File: config.mk
export PLATFORM = sky130hd
export DESIGN_NAME = haz_ctrl
export DESIGN_NICKNAME = d
export VERILOG_FILES = /design/src/rtl/haz_ctrl.sv
export SDC_FILE = /design/constraint.sdc
export NUM_CORES = 1
export LEC_CHECK = 0
export BUFFER_PORTS_ARGS = -buffer_cell sky130_fd_sc_hd__buf_2
export CAP_MARGIN = 40
export CORE_ASPECT_RATIO = 1.1
export CORE_MARGIN = 3
export CORE_UTILIZATION = 57
export CTS_CLUSTER_DIAMETER = 50
export CTS_CLUSTER_SIZE = 8
export DETAILED_ROUTE_END_ITERATION = 12
export GPL_ROUTABILITY_DRIVEN = 0
export HOLD_SLACK_MARGIN = 0.03
export PLACE_DENSITY = 0.9
export SLEW_MARGIN = 0
export SYNTH_ARGS = -nofsm -noshare
export SYNTH_HDL_FRONTEND = slang
export SYNTH_SLANG_ARGS = --single-unit
File: constraint.sdc
create_clock -name clk -period 1.7 [get_ports clk]
set_input_delay 0.255 -clock clk [delete_from_list [all_inputs] [get_ports clk]]
set_output_delay 0.255 -clock clk [all_outputs]
set_load 0.02 [all_outputs]
File: src/rtl/haz_ctrl.sv
// Hazard controller for the in-order pipeline decode stage.
// Keeps a per-register count of issued-but-not-written-back destinations,
// stalls decode on RAW dependencies or a saturated counter, and bubbles the
// decode slot for FLUSH_CYC cycles after a taken branch/jump redirect.
module haz_ctrl #(
    parameter int NREG      = 32,
    parameter int CNT_W     = 2,
    parameter int FLUSH_CYC = 1
) (
    input  logic       clk,
    input  logic       resetn,
    input  logic       rs_vld,
    input  logic       rt_vld,
    input  logic [4:0] rs,
    input  logic [4:0] rt,
    input  logic       issue_vld,
    input  logic       issue_dst_vld,
    input  logic [4:0] issue_dst,
    input  logic       wrb_vld,
    input  logic [4:0] wrb_addr,
    input  logic       br_redirect,
    output logic       stall,
    output logic       bubble,
    output logic       flush_ftch,
    output logic       sb_err
);

    localparam logic [CNT_W-1:0] CNT_MAX   = {CNT_W{1'b1}};
    localparam logic [CNT_W-1:0] CNT_ZERO  = {CNT_W{1'b0}};
    localparam logic [CNT_W-1:0] CNT_ONE   = {{(CNT_W-1){1'b0}}, 1'b1};
    localparam logic [3:0]       FCNT_LOAD = 4'(FLUSH_CYC - 1);

    typedef enum logic [0:0] {
        ST_IDLE  = 1'b0,
        ST_FLUSH = 1'b1
    } state_t;

    logic [CNT_W-1:0] cnt_q [NREG];
    logic [CNT_W-1:0] cnt_d [NREG];
    logic             sb_err_q, sb_err_d;
    state_t           state_q, state_d;
    logic [3:0]       fcnt_q, fcnt_d;
    logic             first_q, first_d;

    logic             inc_s, dec_s;
    logic             raw_s, full_s;

    assign inc_s = issue_vld & issue_dst_vld & (issue_dst != 5'd0);
    assign dec_s = wrb_vld & (wrb_addr != 5'd0);

    // Scoreboard next-state: apply issue increments and writeback decrements,
    // flagging underflow/overflow instead of wrapping.
    always_comb begin
        logic inc_hit;
        logic dec_hit;
        sb_err_d = sb_err_q;
        cnt_d[0] = CNT_ZERO;
        for (int i = 1; i < NREG; i++) begin
            inc_hit  = inc_s & (issue_dst == i[4:0]);
            dec_hit  = dec_s & (wrb_addr == i[4:0]);
            cnt_d[i] = cnt_q[i];
            if (inc_hit && !dec_hit) begin
                if (cnt_q[i] == CNT_MAX) begin
                    sb_err_d = 1'b1;
                end else begin
                    cnt_d[i] = cnt_q[i] + CNT_ONE;
                end
            end else if (dec_hit && !inc_hit) begin
                if (cnt_q[i] == CNT_ZERO) begin
                    sb_err_d = 1'b1;
                end else begin
                    cnt_d[i] = cnt_q[i] - CNT_ONE;
                end
            end else begin
                cnt_d[i] = cnt_q[i];
            end
        end
    end

    // Scoreboard counters and sticky error flag.
    always_ff @(posedge clk or negedge resetn) begin
        if (!resetn) begin
            for (int i = 0; i < NREG; i++) begin
                cnt_q[i] <= CNT_ZERO;
            end
            sb_err_q <= 1'b0;
        end else begin
            for (int i = 0; i < NREG; i++) begin
                cnt_q[i] <= cnt_d[i];
            end
            sb_err_q <= sb_err_d;
        end
    end

    // Redirect FSM next-state: a redirect (re)loads the flush counter and
    // marks the following cycle as the fetch-kill cycle.
    always_comb begin
        state_d = state_q;
        fcnt_d  = fcnt_q;
        first_d = 1'b0;
        case (state_q)
            ST_IDLE: begin
                if (br_redirect) begin
                    state_d = ST_FLUSH;
                    fcnt_d  = FCNT_LOAD;
                    first_d = 1'b1;
                end else begin
                    state_d = ST_IDLE;
                end
            end
            ST_FLUSH: begin
                if (br_redirect) begin
                    fcnt_d  = FCNT_LOAD;
                    first_d = 1'b1;
                end else if (fcnt_q == 4'd0) begin
                    state_d = ST_IDLE;
                end else begin
                    fcnt_d = fcnt_q - 4'd1;
                end
            end
            default: begin
                state_d = ST_IDLE;
                fcnt_d  = 4'd0;
            end
        endcase
    end

    // Redirect FSM state register.
    always_ff @(posedge clk or negedge resetn) begin
        if (!resetn) begin
            state_q <= ST_IDLE;
            fcnt_q  <= 4'd0;
            first_q <= 1'b0;
        end else begin
            state_q <= state_d;
            fcnt_q  <= fcnt_d;
            first_q <= first_d;
        end
    end

    // Dependency detection from current scoreboard state (no writeback bypass).
    always_comb begin
        raw_s  = (rs_vld & (rs != 5'd0) & (cnt_q[rs] != CNT_ZERO)) |
                 (rt_vld & (rt != 5'd0) & (cnt_q[rt] != CNT_ZERO));
        full_s = issue_dst_vld & (issue_dst != 5'd0) & (cnt_q[issue_dst] == CNT_MAX);
    end

    // Output decode: bubble and fetch kill come straight from registered state;
    // a bubbled slot never stalls.
    always_comb begin
        bubble     = (state_q == ST_FLUSH);
        flush_ftch = first_q;
        sb_err     = sb_err_q;
        stall      = (raw_s | full_s) & ~bubble;
    end

endmodule

==> results of run 1 <==
==> metal layers <==
layer  GRT usage (%)  overflow
met3            56.8         0
met1            71.4         0
met4            72.3        25
met5            28.6         1
met2            89.0        25
==> cells by family after synthesis <==
family	synth area share, %
mux	7.78
buf+inv	7.64
xor+xnor	0.412
fa+ha+maj	13.0
simple gates	24.7
flops	27.1
compound gates	19.3
==> cell usage after synthesis (2+ instances only) <==
master     count  share of area [%]
a2111oi_0      4               0.55
a211oi_1       2               0.24
a21boi_0       9                1.1
a21oi_1       35                2.7
a22oi_1        3               0.35
a31oi_1       25                2.5
and2_1         3               0.29
and3_1         4               0.39
buf_2         12               0.94
buf_4          3               0.35
buf_6          2               0.35
clkbuf_1      14               0.82
dfrtp_1       69                 27
ha_1          63                 12
inv_1         79                4.7
maj3_1         4               0.63
mux2_2         5               0.88
mux2i_1       18                2.8
mux4_1         3                1.2
mux4_2         8                2.8
nand2_1      124                7.3
nand2b_1       9               0.88
nand3_1       23                1.8
nand4_1        9               0.88
nor2_1        69                4.1
nor2_2         2               0.20
nor2b_1       29                2.8
nor3_1        20                1.6
nor3b_1        3               0.35
nor4_1         3               0.29
nor4b_1       24                3.3
o211ai_1       9                1.1
o21ai_0       74                5.8
o21ai_1        3               0.24
o21bai_1      16                1.9
o31ai_1       11                1.3
xnor2_1        2               0.27
==> repair_timing <==
item,in CTS
gates cloned,3
hold endpoints to repair,69
hold buffers,1
buffers inserted,16
gates resized for setup,75
pin swaps,21
endpoints found under the setup margin,6
==> through the flow <==
stage | worst slack (ns) | area [um^2] | instances | TNS, ns
after floorplan | -0.235 | 6520 | 813 | -0.441
after global placement | -0.632 | 8020 | 1131 | -6.39
after detailed placement | -0.724 | 8020 | 1131 | -9.72
after CTS | -0.830 | 8800 | 1167 | -1.03
==> flow_summary.json, run 1 <==
{
  "status": "did not finish",
  "flow.stopped_at": "5_1_grt",
  "error_line": "[ERROR GRT-0232] Routing congestion too high. Check the congestion heatmap in the GUI.",
  "die_width_um": 107,
  "postSynthAreaPerCell_um2": 7.84,
  "port_buffers": 31,
  "cts-buffers-inserted": 9,
  "postGrtWorstEndpoint": "stall",
  "root_buffer": "clkbuf_16",
  "grt_start_max_net_pins": 70,
  "ys_seq_area_share_pct": 27.1,
  "yosysWarningCount": 0,
  "async_flop_share_pct": 100,
  "synth_edf_count": 0,
  "syn-num-nets": 904,
  "grt_overflow": 51,
  "initial_core_util_pct": 59.9,
  "ys_types": 55,
  "ys_seq_elements": 69,
  "syn_area_um2": 6370,
  "cts.path.max_buffers": 2,
  "yosys_most_used_dff": "dfrtp_1",
  "synth_cells": 813,
  "die_h_um": 117,
  "ctsHtreeMaxLevel": 3,
  "dp_hpwl_mm": 17.5,
  "cts.sinks": 69,
  "ios": 32,
  "worst_endpoint_kind": "output port",
  "row_count": 39,
  "track_usage_pct": 72.1
}
==> run 2, diff against run 1 <==
- CORE_ASPECT_RATIO: 1.1 -> not set
- CORE_UTILIZATION: 57 -> 40
- CTS_CLUSTER_DIAMETER: 50 -> not set
- CTS_CLUSTER_SIZE: 8 -> not set
- HOLD_SLACK_MARGIN: 0.03 -> not set
- PLACE_DENSITY: 0.9 -> not set
- PLACE_DENSITY_LB_ADDON: not set -> 0.15
- clock period: 1.7 -> 2.2 ns (I/O delays scaled with it)
==> run 2 against run 1 <==
The flow now finishes, with violations (negative setup slack); area after synthesis unchanged; synthesized cell count unchanged.
==> flow_summary.json, run 2 <==
{
  "synth_cells": 813,
  "antenna_left": 0,
  "hold_depth": 1,
  "grt_overflow": 0,
  "placed_cell_area_um2": 7880,
  "drt_first_pass_iters": 5,
  "drv_cap": 0,
  "crit_path_start_kind": "flip-flop",
  "clock_latency_ns": 0.34,
  "met1_length_mm": 9.26,
  "min_path_type": "primary input to flip-flop",
  "ys_seq_elements": 69,
  "end_kind": "output pin",
  "wl_met3_mm": 1.45,
  "crit_type": "flip-flop to output pin",
  "status": "complete, but fails checks",
  "die_h_um": 132,
  "met2WireLength_mm": 10.4,
  "reg2reg_depth": 6,
  "postSynthAreaPerCell_um2": 7.84,
  "largest_reg_flops": 62,
  "antenna_found_initial": 0,
  "p_leak_nw": 4.28,
  "synth_area_leaders": "dfrtp_1 27%, ha_1 12%, nand2_1 7.3%",
  "yosysMostFrequentCell": "nand2_1",
  "cp.arrival_ns": 2.24,
  "ir_drop_mv": 0.357,
  "dp_hpwl_mm": 17.8,
  "tns_ns": -0.369,
  "synth_edf_count": 0,
  "wl_per_cell_um": 18.2,
  "die_width_um": 132,
  "ys_types": 55,
  "grt_start_max_net_pins": 39,
  "fin_nets": 1077,
  "syn-num-nets": 904,
  "postCtsSetupBuffers": 0,
  "row_count": 45,
  "max_flop_register": "cnt_q",
  "async_flop_share_pct": 100,
  "yosys_most_used_dff": "dfrtp_1",
  "fin_cells": 1200,
  "finalInstanceArea_um2": 8300,
  "cp_data_required_time_ns": 1.87,
  "ys_seq_area_share_pct": 27.1,
  "drive_gt1_share_pct": 26.3,
  "grt_pass1_vias": 6541,
  "viasPerCell": 5.62,
  "dr.max_layer_used": "met4",
  "final_cell_mix": "161 x buf_4, 124 x nand2_1, 79 x inv_1, 74 x o21ai_0, 65 x dfrtp_1",
  "violations": "negative setup slack",
  "initial_core_util_pct": 41.5,
  "timing.fmax_mhz": 389,
  "port_buffers": 31,
  "period_needed_ns": 2.57,
  "cts.reportedPaths.clkPinSlew_ns": 0.06,
  "track_usage_pct": 24.8,
  "p_per_area_nw_per_um2": 424,
  "crit_fanout": 2,
  "period_share_pct": 117,
  "drc_errors": 0,
  "grt_pass1_wl_mm": 33.9,
  "drtIter0Drc": 639,
  "cts.path.max_buffers": 2,
  "skew_ns": 0.00607,
  "setup_viol": 1,
  "finalWorstSetupSlack_ns": -0.369,
  "areaGrowthSynthToFinish_pct": 30.2,
  "slew_headroom_pct": 52.7,
  "fin_util_pct": 54.0,
  "layout_commonest_cell": "buf_4",
  "synth_top_area_share_pct": 27.1,
  "core_area_um2": 15400,
  "reg_top3": "cnt_q x62, fcnt_q x4",
  "root_buffer": "clkbuf_16",
  "cts-buffers-inserted": 9,
  "vias": 6746,
  "slew_violations": 0,
  "finalHoldViolations": 0,
  "ios": 32,
  "dieArea_um2": 17500,
  "synth.top_cells.by_count": "124 x nand2_1, 79 x inv_1, 74 x o21ai_0",
  "yosysTopAreaCell": "dfrtp_1",
  "cts_tree": "built",
  "cts.sinks": 69,
  "syn_area_um2": 6370,
  "dp_slack_ns": -0.431,
  "worst_pin_slew_ns": 0.699,
  "yosysWarningCount": 0,
  "dpl.cell_count": 1185,
  "routed_wl_mm": 21.8,
  "rsz0062_at_grt": "true",
  "antenna_cells": 0,
  "ctsHtreeMaxLevel": 3
}
[run 2: logic make-up (layout without fill, tap and decap cells)]
kind of cell    after synthesis  after routing  share of synthesized area [%]
compound gates              201            201                           19.3
flops                        69             69                           27.1
mux                          34             34                           7.78
xor+xnor                      3              3                          0.412
simple gates                326            326                           24.7
buf+inv                     113            289                           7.64
fa+ha+maj                    67             67                           13.0
[run 2: per-layer routing]
layer	up-vias	global-route usage (%)
li1	3197	-
met1	3242	31.6
met2	260	42.0
met3	47	4.92
met4	0	8.55
met5	-	0
[run 2: area by class of cell]
class / instances / area (um^2)
fillers: 1448 / 7070
multi-input cells: 631 / 4280
flip-flops and latches: 69 / 1730
repair buffers: 195 / 1440
inverters: 80 / 300
well taps: 211 / 264
clock buffers: 12 / 246
clock inverters: 2 / 35.0
[run 2: repair_timing]
item	CTS	global route
hold buffers	1	0
pin swaps	7	4
endpoints found under the setup margin	2	2
hold endpoints to repair	31	0
gates resized for setup	14	20
gates cloned	0	0
[run 2: per-stage QoR]
step	power, mW	hold WS (ns)
floorplan	1.77	0.0344
global placement	2.03	0.309
CTS	3.52	0.160
global route	3.67	0.166
detailed placement	2.06	0.321
finish	3.52	0.173
[run 2: path summary, 6_finish.rpt]
path                                    endpoint             startpoint  slack, ns
setup / recovery                           stall  cnt_q[34]$_DFFE_PN0P_      -0.37
hold / removal              flush_ftch$_DFF_PN0_            br_redirect       0.17
setup reg to reg                sb_err$_DFF_PN0_   cnt_q[0]$_DFFE_PN0P_       0.49
hold reg to reg            fcnt_q[1]$_DFFE_PN0P_  fcnt_q[1]$_DFFE_PN0P_       0.57
max in group asynchronous  cnt_q[26]$_DFFE_PN0P_                 resetn       1.12
min in group asynchronous  cnt_q[21]$_DFFE_PN0P_                 resetn       0.48
[run 2: report_power, final]
group	leakage, nW	switching, mW	internal [mW]
sequential	0.937	0.0623	1.32
clock	0.139	0.558	0.895
combinational	3.20	0.389	0.293
total	4.28	1.01	2.51
[run 2: worst max-delay path: stages, from the launching register on]
cell	delay (ns)
dfrtp_1	0.39
nor2_2	0.21
a21oi_1	0.12
mux4_2	0.51
a22oi_2	0.17
o31a_2	0.16
a41oi_2	0.14
buf_4	0.19
Note: power is estimated with default switching activity, not from simulation.
